`src/rtl/riscv_pkg.sv`:
```
// Shared RV32 pipeline types: EX/MEM and MEM/WB records, MEM-stage FSM states,
// and byte-lane helpers for the data-memory port.
package riscv_pkg;

  localparam int unsigned DATA_W = 32;

  typedef enum logic [2:0] {
    MEM_BYTE   = 3'd0,
    MEM_HALF   = 3'd1,
    MEM_WORD   = 3'd2,
    MEM_BYTE_U = 3'd4,
    MEM_HALF_U = 3'd5
  } mem_op_e;

  typedef struct packed {
    logic    mem_read;
    logic    mem_write;
    mem_op_e mem_op;
    logic    reg_write;
    logic    mem_to_reg;
  } mem_ctrl_t;

  typedef struct packed {
    logic [DATA_W-1:0] alu_result;
    logic [DATA_W-1:0] rs2_data;
    logic [4:0]        rd_addr;
    mem_ctrl_t         ctrl;
  } ex_mem_reg_t;

  typedef struct packed {
    logic [DATA_W-1:0] alu_result;
    logic [DATA_W-1:0] load_data;
    logic [4:0]        rd_addr;
    logic              reg_write;
    logic              mem_to_reg;
  } mem_wb_reg_t;

  typedef enum logic [1:0] {
    IDLE   = 2'd0,
    REQ    = 2'd1,
    WAIT_R = 2'd2
  } mem_stage_e;

  // Clamp the byte offset to the natural alignment of the access size.
  function automatic logic [1:0] align_offset(mem_op_e op, logic [1:0] o);
    case (op)
      MEM_HALF, MEM_HALF_U: align_offset = {o[1], 1'b0};
      MEM_WORD:             align_offset = 2'b00;
      default:              align_offset = o;
    endcase
  endfunction

  function automatic logic is_misaligned(mem_op_e op, logic [1:0] o);
    case (op)
      MEM_HALF, MEM_HALF_U: is_misaligned = o[0];
      MEM_WORD:             is_misaligned = (o != 2'b00);
      default:              is_misaligned = 1'b0;
    endcase
  endfunction

  function automatic logic [3:0] store_be(mem_op_e op, logic [1:0] o);
    case (op)
      MEM_BYTE, MEM_BYTE_U: store_be = 4'b0001 << o;
      MEM_HALF, MEM_HALF_U: store_be = 4'b0011 << {o[1], 1'b0};
      default:              store_be = 4'b1111;
    endcase
  endfunction

  function automatic logic [DATA_W-1:0] store_wdata(mem_op_e op, logic [DATA_W-1:0] rs2);
    case (op)
      MEM_BYTE, MEM_BYTE_U: store_wdata = {4{rs2[7:0]}};
      MEM_HALF, MEM_HALF_U: store_wdata = {2{rs2[15:0]}};
      default:              store_wdata = rs2;
    endcase
  endfunction

  function automatic logic [DATA_W-1:0] load_extend(mem_op_e op, logic [1:0] o,
                                                    logic [DATA_W-1:0] rdata);
    logic [7:0]  b;
    logic [15:0] h;
    b = rdata[{o, 3'b000} +: 8];
    h = rdata[{o[1], 4'b0000} +: 16];
    case (op)
      MEM_BYTE:   load_extend = {{24{b[7]}}, b};
      MEM_BYTE_U: load_extend = {24'd0, b};
      MEM_HALF:   load_extend = {{16{h[15]}}, h};
      MEM_HALF_U: load_extend = {16'd0, h};
      default:    load_extend = rdata;
    endcase
  endfunction

endpackage

```
`src/rtl/load_align.sv`:
```
// Extracts the addressed byte/half from a returned memory word and
// sign- or zero-extends it according to the load type.
module load_align
  import riscv_pkg::*;
(
  input  logic [2:0]        mem_op_i,
  input  logic [1:0]        offset_i,
  input  logic [DATA_W-1:0] rdata_i,
  output logic [DATA_W-1:0] data_o
);

  assign data_o = load_extend(mem_op_e'(mem_op_i), offset_i, rdata_i);

endmodule

```
`src/rtl/mem_stage.sv`:
```
// MEM pipeline stage: issues loads/stores on the req/gnt/rvalid data bus and
// stalls the pipe until each access completes. Optional DMEM_MISALIGN_EXC_EN
// traps misaligned half/word accesses instead of forcing natural alignment.
module mem_stage
  import riscv_pkg::*;
#(
  parameter int unsigned XLEN    = 32,
  parameter int unsigned RESP_TO = 64
) (
  input  logic              clk,
  input  logic              reset,
  input  ex_mem_reg_t       in,
  output mem_wb_reg_t       out,
  output logic              mem_stall,
  output logic              dmem_req,
  output logic              dmem_we,
  output logic [XLEN-1:0]   dmem_addr,
  output logic [3:0]        dmem_be,
  output logic [XLEN-1:0]   dmem_wdata,
  input  logic              dmem_gnt,
  input  logic              dmem_rvalid,
  input  logic [XLEN-1:0]   dmem_rdata,
  output logic              dmem_err,
`ifdef DMEM_MISALIGN_EXC_EN
  output logic              misalign_exc,
`endif
  output logic [1:0]        dbg_state
);

  localparam int unsigned CNT_W = (RESP_TO > 2) ? $clog2(RESP_TO) : 1;
  localparam logic [CNT_W-1:0] CNT_MAX = CNT_W'((RESP_TO > 0) ? RESP_TO - 1 : 0);

  mem_stage_e        state_q, state_d;
  logic [CNT_W-1:0]  cnt_q, cnt_d;
  logic              acc, is_load, misaligned, timeout_hit;
  logic [1:0]        off;
  logic [DATA_W-1:0] aligned_data;
  logic              req_c, stall_c, err_c, misal_c, load_done_c;
  mem_wb_reg_t       out_c;

  assign acc     = in.ctrl.mem_read | in.ctrl.mem_write;
  assign is_load = in.ctrl.mem_read;
  assign off     = align_offset(in.ctrl.mem_op, in.alu_result[1:0]);

`ifdef DMEM_MISALIGN_EXC_EN
  assign misaligned = acc & is_misaligned(in.ctrl.mem_op, in.alu_result[1:0]);
`else
  assign misaligned = 1'b0;
`endif

  // Counter value k means k+1 cycles spent in WAIT_R, so the error lands
  // exactly RESP_TO cycles after the grant.
  assign timeout_hit = (RESP_TO != 0) && (cnt_q == CNT_MAX);

  load_align u_load_align (
    .mem_op_i (in.ctrl.mem_op),
    .offset_i (off),
    .rdata_i  (dmem_rdata),
    .data_o   (aligned_data)
  );

  always_ff @(posedge clk or negedge reset) begin
    if (!reset) begin
      state_q <= IDLE;
      cnt_q   <= '0;
    end else begin
      state_q <= state_d;
      cnt_q   <= cnt_d;
    end
  end

  always_comb begin
    state_d     = state_q;
    cnt_d       = cnt_q;
    req_c       = 1'b0;
    stall_c     = 1'b0;
    err_c       = 1'b0;
    misal_c     = 1'b0;
    load_done_c = 1'b0;
    unique case (state_q)
      IDLE: begin
        cnt_d = '0;
        if (acc && misaligned) begin
          misal_c = 1'b1;
        end else if (acc) begin
          req_c = 1'b1;
          if (is_load) begin
            stall_c = 1'b1;
            state_d = dmem_gnt ? WAIT_R : REQ;
          end else if (!dmem_gnt) begin
            stall_c = 1'b1;
            state_d = REQ;
          end
        end
      end
      REQ: begin
        req_c   = 1'b1;
        stall_c = 1'b1;
        if (dmem_gnt) begin
          if (is_load) begin
            state_d = WAIT_R;
          end else begin
            stall_c = 1'b0;
            state_d = IDLE;
          end
        end
      end
      WAIT_R: begin
        if (dmem_rvalid) begin
          load_done_c = 1'b1;
          state_d     = IDLE;
          cnt_d       = '0;
        end else if (timeout_hit) begin
          err_c   = 1'b1;
          state_d = IDLE;
          cnt_d   = '0;
        end else begin
          stall_c = 1'b1;
          cnt_d   = cnt_q + 1'b1;
        end
      end
      default: state_d = IDLE;
    endcase
  end

  always_comb begin
    out_c            = '0;
    out_c.alu_result = in.alu_result;
    out_c.rd_addr    = in.rd_addr;
    out_c.reg_write  = in.ctrl.reg_write & ~misal_c;
    out_c.mem_to_reg = in.ctrl.mem_to_reg;
    out_c.load_data  = load_done_c ? aligned_data : '0;
  end

  // Everything is gated by reset so the bus and pipe see zeros while it is held.
  assign out        = reset ? out_c : '0;
  assign mem_stall  = reset & stall_c;
  assign dmem_req   = reset & req_c;
  assign dmem_we    = reset & req_c & in.ctrl.mem_write & ~in.ctrl.mem_read;
  assign dmem_addr  = reset ? {in.alu_result[31:2], 2'b00} : '0;
  assign dmem_be    = reset ? store_be(in.ctrl.mem_op, off) : 4'b0000;
  assign dmem_wdata = reset ? store_wdata(in.ctrl.mem_op, in.rs2_data) : '0;
  assign dmem_err   = reset & err_c;
  assign dbg_state  = reset ? state_q : IDLE;

`ifdef DMEM_MISALIGN_EXC_EN
  assign misalign_exc = reset & misal_c;
`endif

endmodule

```
`config.mk`:
```
export PLATFORM = sky130hd
export DESIGN_NAME = mem_stage
export DESIGN_NICKNAME = d
export VERILOG_FILES = /design/src/rtl/riscv_pkg.sv /design/src/rtl/load_align.sv /design/src/rtl/mem_stage.sv
export SDC_FILE = /design/constraint.sdc
export NUM_CORES = 1
export LEC_CHECK = 0
export BUFFER_PORTS_ARGS = -buffer_cell sky130_fd_sc_hd__buf_2
export CAP_MARGIN = 20
export CORE_AREA = 2 2 101 103
export DETAILED_ROUTE_END_ITERATION = 12
export DIE_AREA = 0 0 103 105
export HOLD_SLACK_MARGIN = 0.08
export PLACE_DENSITY_LB_ADDON = 0.15
export SYNTH_ARGS = -nofsm -noshare
export SYNTH_HDL_FRONTEND = slang
export SYNTH_HIERARCHICAL = 1
export SYNTH_SLANG_ARGS = --single-unit
export TNS_END_PERCENT = 10
```
`constraint.sdc`:
```
create_clock -name clk -period 6.35 [get_ports clk]
set_clock_uncertainty 0.05 [all_clocks]
set_input_delay 0.635 -clock clk [delete_from_list [all_inputs] [get_ports clk]]
set_output_delay 0.635 -clock clk [all_outputs]
set_load 0.005 [all_outputs]
```
==> results of run 1 <==
-- kinds of logic (layout without fill, tap and decap cells) --
| kind of cell | after synthesis | count (layout) | synth area share [%] |
|---|---|---|---|
| AND/OR/NAND/NOR | 204 | 204 | 45.1 |
| XOR/XNOR | 1 | 1 | 0.358 |
| flip-flops | 8 | 8 | 8.19 |
| buffers and inverters | 63 | 264 | 15.4 |
| multiplexers | 26 | 26 | 11.4 |
| adder cells (fa/ha/maj) | 1 | 1 | 0.512 |
| other | 1 | 2 | 0.153 |
| AO/OA/AOI/OAI | 73 | 73 | 18.9 |
-- cells in the mapped netlist, drive strengths merged, types with 5 or more instances --
master | count | area, um^2
a21boi | 9 | 67.6
a21oi | 11 | 55.1
a22oi | 8 | 60.1
and2 | 89 | 557
buf | 42 | 297
clkbuf | 17 | 65.1
dfrtp | 8 | 200
mux2 | 5 | 56.3
mux2i | 20 | 200
nand2 | 69 | 264
nor2 | 14 | 52.6
nor2b | 14 | 87.6
o21ai | 32 | 164
-- flip-flops by register name (all words and copies together) (netlist names) --
name / cells
state_q: 2
cnt_q: 6
-- path summary, 6_finish.rpt --
| check | start | endpoint | slack, ps | cells after the start |
|---|---|---|---|---|
| worst max-delay path | in[3] | out[28] | 2310 | 10 |
| worst min-delay path | reset | cnt_q[5]$_DFFE_PN0P_ | 460 | 2 |
| worst max register to register | state_q[0]$_DFFE_PN0P_ | cnt_q[5]$_DFFE_PN0P_ | 4870 | 4 |
| worst min register to register | cnt_q[2]$_DFFE_PN0P_ | cnt_q[2]$_DFFE_PN0P_ | 460 | 1 |
| max in group asynchronous | reset | cnt_q[4]$_DFFE_PN0P_ | 5350 | 2 |
| min in group clk | cnt_q[2]$_DFFE_PN0P_ | cnt_q[2]$_DFFE_PN0P_ | 460 | 1 |
-- per-layer routing --
layer	global-route usage (%)	up-vias	routed length, um
met5	0	-	13
li1	-	1620	-
met3	2.27	4	694
met4	0.846	2	8
met1	18.9	1371	3810
met2	30.3	142	4780
-- power by group --
| part | switching [uW] | internal, uW | total (uW) |
|---|---|---|---|
| logic | 97.1 | 98.4 | 196 |
| registers | 4.37 | 53.2 | 57.6 |
| clock network | 20.7 | 41.1 | 61.9 |
| total | 122 | 193 | 315 |
-- cell type report --
class                   count  area (um^2)
clock buffers               3         41.3
inverters                   4         15.0
fillers                  1096         6050
multi-input cells         307         1870
well taps                 133          166
flip-flops and latches      8          200
repair buffers            257         1290
-- stage by stage --
step           hold WS, ps  utilization, %  std cells
2_1_floorplan          289               -        378
3_3_place_gp           450            36.7        708
3_5_place_dp           453            36.7        708
4_1_cts                460            37.1        711
5_1_grt                474            37.2        712
6_report               461            37.2        712
==> reports/results.tsv, run 1 <==
stage	metric	value	unit
timing	PnR worst setup slack	2310	ps
route	DR vias/cell	4.41	
clock_tree	Resized cells post-CTS	0	
worst_hold_path	HP Class	in -> async	
route	drt wl/cell	13.1	um
critical_path	Buf+Inv Stages, Crit Path	4	
timing	slew margin rel.	50.1	%
critical_path	critical path arrival	3360	ps
timing	Post-Route Setup TNS	0	ps
placed_design	dpl cell area	0.00354	mm^2
cells_and_area	# diodes	0	
route	Initial DRC Count	65	
clock_tree	CTS Sinks	8	
placed_design	hpwl dp	7700	um
timing	fin crit share	63.6	%
route	Final ANT Viol Nets	0	
route	Vias	3139	
placed_design	post-place setup slack	1960	ps
critical_path	critical path's slowest cell	buf_4	
global_routing	largest net degree at the start of global routing	90	
critical_path	Setup crit end kind	output pin	
critical_path	CP cell instances	buf_2, buf_4, a21oi_1, buf_4, mux4_2, nor3b_4, o21bai_4, nand2_1, and2_1, buf_2	
pwr	Power Density	87.8	mW/mm^2
pwr	overall power	315	uW
cells_and_area	Total Nets Final	694	
clock_tree	buffer count from post-CTS setup fixing	0	
pwr	Leak Pwr	0.00215	uW
timing	Slew Viols, Final	0	
route	First-pass DRT Iterations	4	
logic_synthesis	Most used DFF post-synth	dfrtp_1	
cells_and_area	Syn-to-layout area delta	46.8	%
cells_and_area	finished layout cell area	0.00359	mm^2
floorplan	die width	103	um
floorplan	initial core utilization	25.4	%
route	Routed WL	9310	um
timing	Least-Margin Pin Slew	748	ps
clock_tree	TritonCTS clock tree	built	
critical_path	startpoint types	input port	
timing	RSZ-0062 raised after global routing	no	
clock_tree	clock latency at the later pin of the worst-skew pair	230	ps
job	Max Cap Viol	0	
route	DRC Markers	0	
logic_synthesis	sequential cell area fraction in the yosys report	8.19	%
clock_tree	clk root buf	clkbuf_8	
logic_synthesis	Post-synth ARST share	100	%
timing	final setup violation count	0	
cells_and_area	most common cell after layout, fill and taps aside	buf_2	
placed_design	GPL Wtd Cong	0.821	
timing	Tmin final	4040	ps
logic_synthesis	Avg Inst Size Synth	6.48	um^2
global_routing	vias in the first global route	2872	
cells_and_area	highest-count cells in the layout ignoring fill and taps	254 x buf_2, 89 x and2_1, 67 x nand2_1	
logic_synthesis	Post-synth EDFFs	0	
outcome	status	finished clean	
global_routing	global-route wire length before repair	14000	um
timing	Max Fclk	247	MHz
critical_path	Critical Path RT	5660	ps
clock_tree	H-tree levels	1	
critical_path	CP Class	in -> out	
clock_tree	hold_buf cts	0	
global_routing	initial antenna violation count	1	
critical_path	Worst Path Max Fanout	48	
clock_tree	CTS Buf Count	3	
clock_tree	Worst-path clk slew	40	ps
logic_synthesis	Mapped Cells	377	
critical_path	CP peak stage delay	490	ps
timing	Final Hold Vio Count	0	
floorplan	core area	0.00964	mm^2
placed_design	Port-buffer cells	254	
logic_synthesis	synthesized area	0.00244	mm^2
cells_and_area	share of post-route cells with drive strength above 1	47.3	%
critical_path	Top delay family on crit path	buffers and inverters	
floorplan	# rows	36	
logic_synthesis	Synth warnings	6	
floorplan	Die ar.	0.0108	mm^2
clock_tree	clk buf depth	2	
floorplan	Chip Height	105	um
logic_synthesis	FF+latch count, synth	8	
floorplan	I/O pin count	257	
pwr	maximum VDD drop	0.0000952	V
global_routing	GRT Util Overall	15.8	%
global_routing	GR Overflow Total	0	
logic_synthesis	Netlist cell types	43	
No activity file was read; power rests on OpenSTA's default activity.
==> inputs of run 2 (changes only) <==
--- a/config.mk
+++ b/config.mk
@@ -7,9 +7,9 @@
 export LEC_CHECK = 0
 export BUFFER_PORTS_ARGS = -buffer_cell sky130_fd_sc_hd__buf_2
 export CAP_MARGIN = 20
-export CORE_AREA = 2 2 101 103
+export CORE_AREA = 2 2 100 102
 export DETAILED_ROUTE_END_ITERATION = 12
-export DIE_AREA = 0 0 103 105
+export DIE_AREA = 0 0 102 104
 export HOLD_SLACK_MARGIN = 0.08
 export PLACE_DENSITY_LB_ADDON = 0.15
 export SYNTH_ARGS = -nofsm -noshare
==> constraint.sdc (replaced) <==
create_clock -name clk -period 3.6 [get_ports clk]
set_clock_uncertainty 0.05 [all_clocks]
set_input_delay 0.36 -clock clk [delete_from_list [all_inputs] [get_ports clk]]
set_output_delay 0.36 -clock clk [all_outputs]
set_load 0.005 [all_outputs]
==> reports/results.tsv, run 2 (synthesized netlist as in run 1, its figures left out) <==
stage	metric	value	unit
cells_and_area	Filler cells	1102	
cells_and_area	share of post-route cells with drive strength above 1	47.5	%
route	Final ANT Viol Nets	0	
timing	Max Fclk	340	MHz
floorplan	die width	102	um
placed_design	post-place setup slack	625	ps
critical_path	Setup crit end kind	output pin	
clock_tree	Worst-path clk slew	40	ps
timing	fin crit share	81.7	%
clock_tree	clk buf depth	2	
critical_path	CP peak stage delay	620	ps
critical_path	most frequent CP cell	buf_2	
clock_tree	hold_buf cts	0	
clock_tree	Resized cells post-CTS	0	
clock_tree	CTS Buf Count	3	
clock_tree	clock latency at the later pin of the worst-skew pair	220	ps
critical_path	CP cell instances	buf_2, o21ai_0, a21oi_1, mux4_2, nor3b_4, o21bai_4, nand2_1, and2_1, buf_2	
clock_tree	buffer count from post-CTS setup fixing	0	
pwr	Power Density	155	mW/mm^2
floorplan	Die ar.	0.0106	mm^2
route	Routed WL	9390	um
route	Initial DRC Count	84	
cells_and_area	max reg flops	6	
global_routing	largest net degree at the start of global routing	89	
clock_tree	H-tree levels	1	
floorplan	initial core utilization	25.6	%
floorplan	I/O pin count	257	
critical_path	startpoint types	input port	
placed_design	hpwl dp	7670	um
timing	Final Hold Vio Count	0	
placed_design	Cells after DPL	711	
floorplan	Chip Height	104	um
route	DRC Markers	0	
cells_and_area	most common cell after layout, fill and taps aside	buf_2	
cells_and_area	Total Nets Final	696	
timing	Post-Route Setup TNS	0	ps
global_routing	initial antenna violation count	0	
timing	Least-Margin Pin Slew	820	ps
timing	PnR worst setup slack	660	ps
critical_path	Critical Path RT	3190	ps
job	Max Cap Viol	0	
placed_design	dpl cell area	0.00356	mm^2
pwr	Leak Pwr	0.00216	uW
worst_hold_path	HP Class	in -> async	
clock_tree	TritonCTS clock tree	built	
timing	RSZ-0062 raised after global routing	no	
timing	Slew Viols, Final	0	
global_routing	GRT Util Overall	15.8	%
timing	Tmin final	2940	ps
cells_and_area	finished layout cell area	0.00360	mm^2
cells_and_area	fin cells	714	
clock_tree	clk root buf	clkbuf_8	
cells_and_area	Syn-to-layout area delta	47.4	%
cells_and_area	highest-count cells in the layout ignoring fill and taps	254 x buf_2, 89 x and2_1, 67 x nand2_1	
route	DR vias/cell	4.49	
critical_path	critical path's slowest cell	mux4_2	
global_routing	global-route wire length before repair	14200	um
route	Vias	3206	
route	First-pass DRT Iterations	4	
placed_design	GPL Wtd Cong	0.757	
floorplan	core area	0.00955	mm^2
placed_design	Port-buffer cells	254	
global_routing	GR Overflow Total	0	
critical_path	flop-to-flop setup slack	2080	ps
critical_path	Worst Path Max Fanout	19	
floorplan	# rows	36	
cells_and_area	# diodes	0	
pwr	maximum VDD drop	0.000205	V
cells_and_area	area of the multi-input gates	0.00187	mm^2
timing	slew margin rel.	45.4	%
critical_path	CP Class	in -> out	
clock_tree	CTS Sinks	8	
outcome	status	finished clean	
global_routing	vias in the first global route	2901	
cells_and_area	Largest Register	cnt_q	
timing	final setup violation count	0	
cells_and_area	top flop regs	cnt_q: 6 flops, state_q: 2 flops	
cells_and_area	Layout Utilization	37.7	%
cells_and_area	register area	200	um^2
critical_path	critical path arrival	2530	ps
route	drt wl/cell	13.1	um
run 2: cell types whose count changed in the layout (fill, tap and decap cells not counted), sizes merged:
cell	change
buf	+2
run 2: cell type report:
cell class / count / area share, %
Timing Repair Buffer: 259 / 36.3
Sequential cell: 8 / 5.56
Clock buffer: 3 / 1.15
Inverter: 4 / 0.417
Multi-Input combinational cell: 307 / 51.9
Tap cell: 133 / 4.62
run 2: report_power, final:
group	internal, uW	total (uW)	switching [uW]
logic	175	350	175
registers	93.9	101	7.18
clock network	72.4	106	34.1
total	341	557	216
run 2: path summary, 6_finish.rpt:
| kind | depth (start not counted) | startpoint | endpoint |
|---|---|---|---|
| setup / recovery | 9 | in[3] | out[27] |
| hold / removal | 2 | reset | cnt_q[3]$_DFFE_PN0P_ |
| setup reg to reg | 4 | state_q[0]$_DFFE_PN0P_ | cnt_q[5]$_DFFE_PN0P_ |
| hold reg to reg | 1 | cnt_q[2]$_DFFE_PN0P_ | cnt_q[2]$_DFFE_PN0P_ |
| max in group asynchronous | 2 | reset | state_q[0]$_DFFE_PN0P_ |
| min in group clk | 2 | dmem_gnt | state_q[0]$_DFFE_PN0P_ |
run 2: worst max-delay path, delay by kind of cell:
family                 cells  cell delay [ps]
AO/OA/AOI/OAI              3              730
buffers and inverters      2              380
AND/OR/NAND/NOR            3              440
multiplexers               1              620
run 2: routing by layer:
| metal | vias up | global-route usage (%) | wire length [um] | share of wire (%) |
|---|---|---|---|---|
| met4 | 0 | 0.952 | 18 | 0.19 |
| met2 | 134 | 26.8 | 4490 | 48 |
| li1 | 1623 | - | - | - |
| met1 | 1447 | 21.4 | 4120 | 44 |
| met3 | 2 | 3.49 | 752 | 8.0 |
| met5 | - | 0 | 0 | 0 |
run 2: metrics by stage:
stage | power [uW] | hold WS, ps
after floorplan | 304 | 14.4
after global placement | 452 | 440
after detailed placement | 454 | 446
after CTS | 565 | 248
after global routing | 610 | 279
final | 557 | 221
==> inputs of run 3 (changes only) <==
--- a/config.mk
+++ b/config.mk
@@ -7,9 +7,9 @@
 export LEC_CHECK = 0
 export BUFFER_PORTS_ARGS = -buffer_cell sky130_fd_sc_hd__buf_2
 export CAP_MARGIN = 20
-export CORE_AREA = 2 2 100 102
+export CORE_AREA = 2 2 99 101
 export DETAILED_ROUTE_END_ITERATION = 12
-export DIE_AREA = 0 0 102 104
+export DIE_AREA = 0 0 101 103
 export HOLD_SLACK_MARGIN = 0.08
 export PLACE_DENSITY_LB_ADDON = 0.15
 export SYNTH_ARGS = -nofsm -noshare
==> constraint.sdc (replaced) <==
create_clock -name clk -period 3.07 [get_ports clk]
set_clock_uncertainty 0.05 [all_clocks]
set_input_delay 0.307 -clock clk [delete_from_list [all_inputs] [get_ports clk]]
set_output_delay 0.307 -clock clk [all_outputs]
set_load 0.005 [all_outputs]
==> reports/results.tsv, run 3 (synthesized netlist as in run 1, its figures left out) <==
stage	metric	value	unit
cells_and_area	most common cell after layout, fill and taps aside	buf_2	
placed_design	GPL Wtd Cong	0.852	
global_routing	GR Layer Usage met2	29.9	%
timing	Post-Route Setup TNS	0	ps
pwr	Leak Pwr	0.00217	uW
pwr	maximum VDD drop	0.000156	V
clock_tree	CTS Buf Count	3	
global_routing	GRT Util Overall	15.2	%
route	DR vias/cell	4.51	
floorplan	die width	101	um
global_routing	gr busiest metal	met2	
global_routing	grt met3 use	1.83	%
timing	Slew Viols, Final	0	
floorplan	core area	0.00946	mm^2
pwr	Power Density	180	mW/mm^2
cells_and_area	# diodes	0	
placed_design	Port-buffer cells	254	
clock_tree	clk buf depth	2	
critical_path	Worst Path Max Fanout	16	
clock_tree	Resized cells post-CTS	0	
global_routing	grt met1 use	17.9	%
timing	RSZ-0062 raised after global routing	no	
timing	fin crit share	84.8	%
route	First-pass DRT Iterations	4	
global_routing	global-route wire length before repair	13000	um
timing	Least-Margin Pin Slew	836	ps
cells_and_area	top flop regs	cnt_q: 6 flops, state_q: 2 flops	
critical_path	Critical Path RT	2710	ps
timing	final setup violation count	0	
route	Routed WL	8910	um
placed_design	hpwl dp	7410	um
global_routing	vias in the first global route	2708	
global_routing	initial antenna violation count	0	
critical_path	crit path launch	in[2]	
critical_path	worst setup path end	out[27]	
timing	slew margin rel.	44.3	%
floorplan	initial core utilization	25.8	%
timing	WHS	152	ps
route	Final ANT Viol Nets	0	
critical_path	Reg-to-Reg End	cnt_q[5]$_DFFE_PN0P_	
clock_tree	hold_buf cts	0	
clock_tree	clk root buf	clkbuf_8	
floorplan	# rows	36	
timing	Max Fclk	384	MHz
cells_and_area	Largest Register	cnt_q	
cells_and_area	max reg flops	6	
global_routing	largest net degree at the start of global routing	89	
floorplan	I/O pin count	257	
clock_tree	Worst-path clk slew	40	ps
cells_and_area	Layout Utilization	38.0	%
cells_and_area	share of post-route cells with drive strength above 1	47.7	%
clock_tree	H-tree levels	1	
route	Vias	3143	
global_routing	GR Overflow Total	0	
critical_path	Worst R2R Start	state_q[0]$_DFFE_PN0P_	
cells_and_area	Total Nets Final	698	
clock_tree	CTS Sinks	8	
cells_and_area	Syn-to-layout area delta	47.0	%
pwr	overall power	648	uW
critical_path	CP Class	in -> out	
critical_path	Setup crit end kind	output pin	
route	drt wl/cell	12.8	um
critical_path	Worst Reg-to-Reg Cells	4	
timing	Tmin final	2600	ps
clock_tree	TritonCTS clock tree	built	
floorplan	Die ar.	0.0104	mm^2
critical_path	flop-to-flop setup slack	1570	ps
floorplan	Chip Height	103	um
clock_tree	clock latency at the later pin of the worst-skew pair	220	ps
route	Initial DRC Count	57	
critical_path	startpoint types	input port	
route	DRC Markers	0	
job	Max Cap Viol	0	
clock_tree	buffer count from post-CTS setup fixing	0	
critical_path	critical path arrival	2250	ps
outcome	status	finished clean	
cells_and_area	highest-count cells in the layout ignoring fill and taps	254 x buf_2, 89 x and2_1, 67 x nand2_1	
worst_hold_path	HP Class	in -> async	
timing	Final Hold Vio Count	0	
run 3: changes by cell type in the layout (fill, tap and decap cells not counted):
cell / previous run / this run
buf_4: 5 / 7
run 3: report_power, final:
part	total [uW]	switching, uW	internal (uW)
registers	119	8.44	110
logic	408	202	207
clock network	121	36.5	84.5
total	648	246	402
run 3: how the worst min path moves through the flow:
stage / startpoint / end / slack, ps / cells past startpoint
4_1_cts: reset / cnt_q[0]$_DFFE_PN0P_ / 180 / 2
2_1_floorplan: reset / cnt_q[0]$_DFFE_PN0P_ / -40 / 0
3_3_place_gp: reset / cnt_q[1]$_DFFE_PN0P_ / 410 / 2
3_5_place_dp: reset / cnt_q[0]$_DFFE_PN0P_ / 420 / 2
6_report: reset / cnt_q[1]$_DFFE_PN0P_ / 150 / 2
5_1_grt: reset / cnt_q[1]$_DFFE_PN0P_ / 210 / 2
run 3: cell type report:
type | instances | area, um^2
Clock buffer | 3 | 41.3
Fill cell | 1037 | 5860
Inverter | 4 | 15.0
Multi-Input combinational cell | 307 | 1870
Sequential cell | 8 | 200
Tap cell | 114 | 143
Timing Repair Buffer | 261 | 1320
run 3: critical path, stage by stage:
cell,delay [ps]
buf_2,120
inv_1,40
o21ai_0,60
a21oi_1,200
mux4_2,600
nor3b_4,190
o21bai_4,360
nand2_1,90
and2_1,150
buf_2,120
run 3: metal layers:
metal | share of wire, % | wire [um]
met1 | 40 | 3590
met2 | 52 | 4630
met3 | 6.9 | 612
met4 | 0.92 | 82
met5 | 0 | 0
run 3: stage by stage:
stage	worst slack (ps)	cells	area, um^2
after floorplan	606	378	2450
after global placement	490	694	3550
after detailed placement	463	694	3550
after CTS	460	697	3590
after global routing	280	697	3590
final	466	697	3590
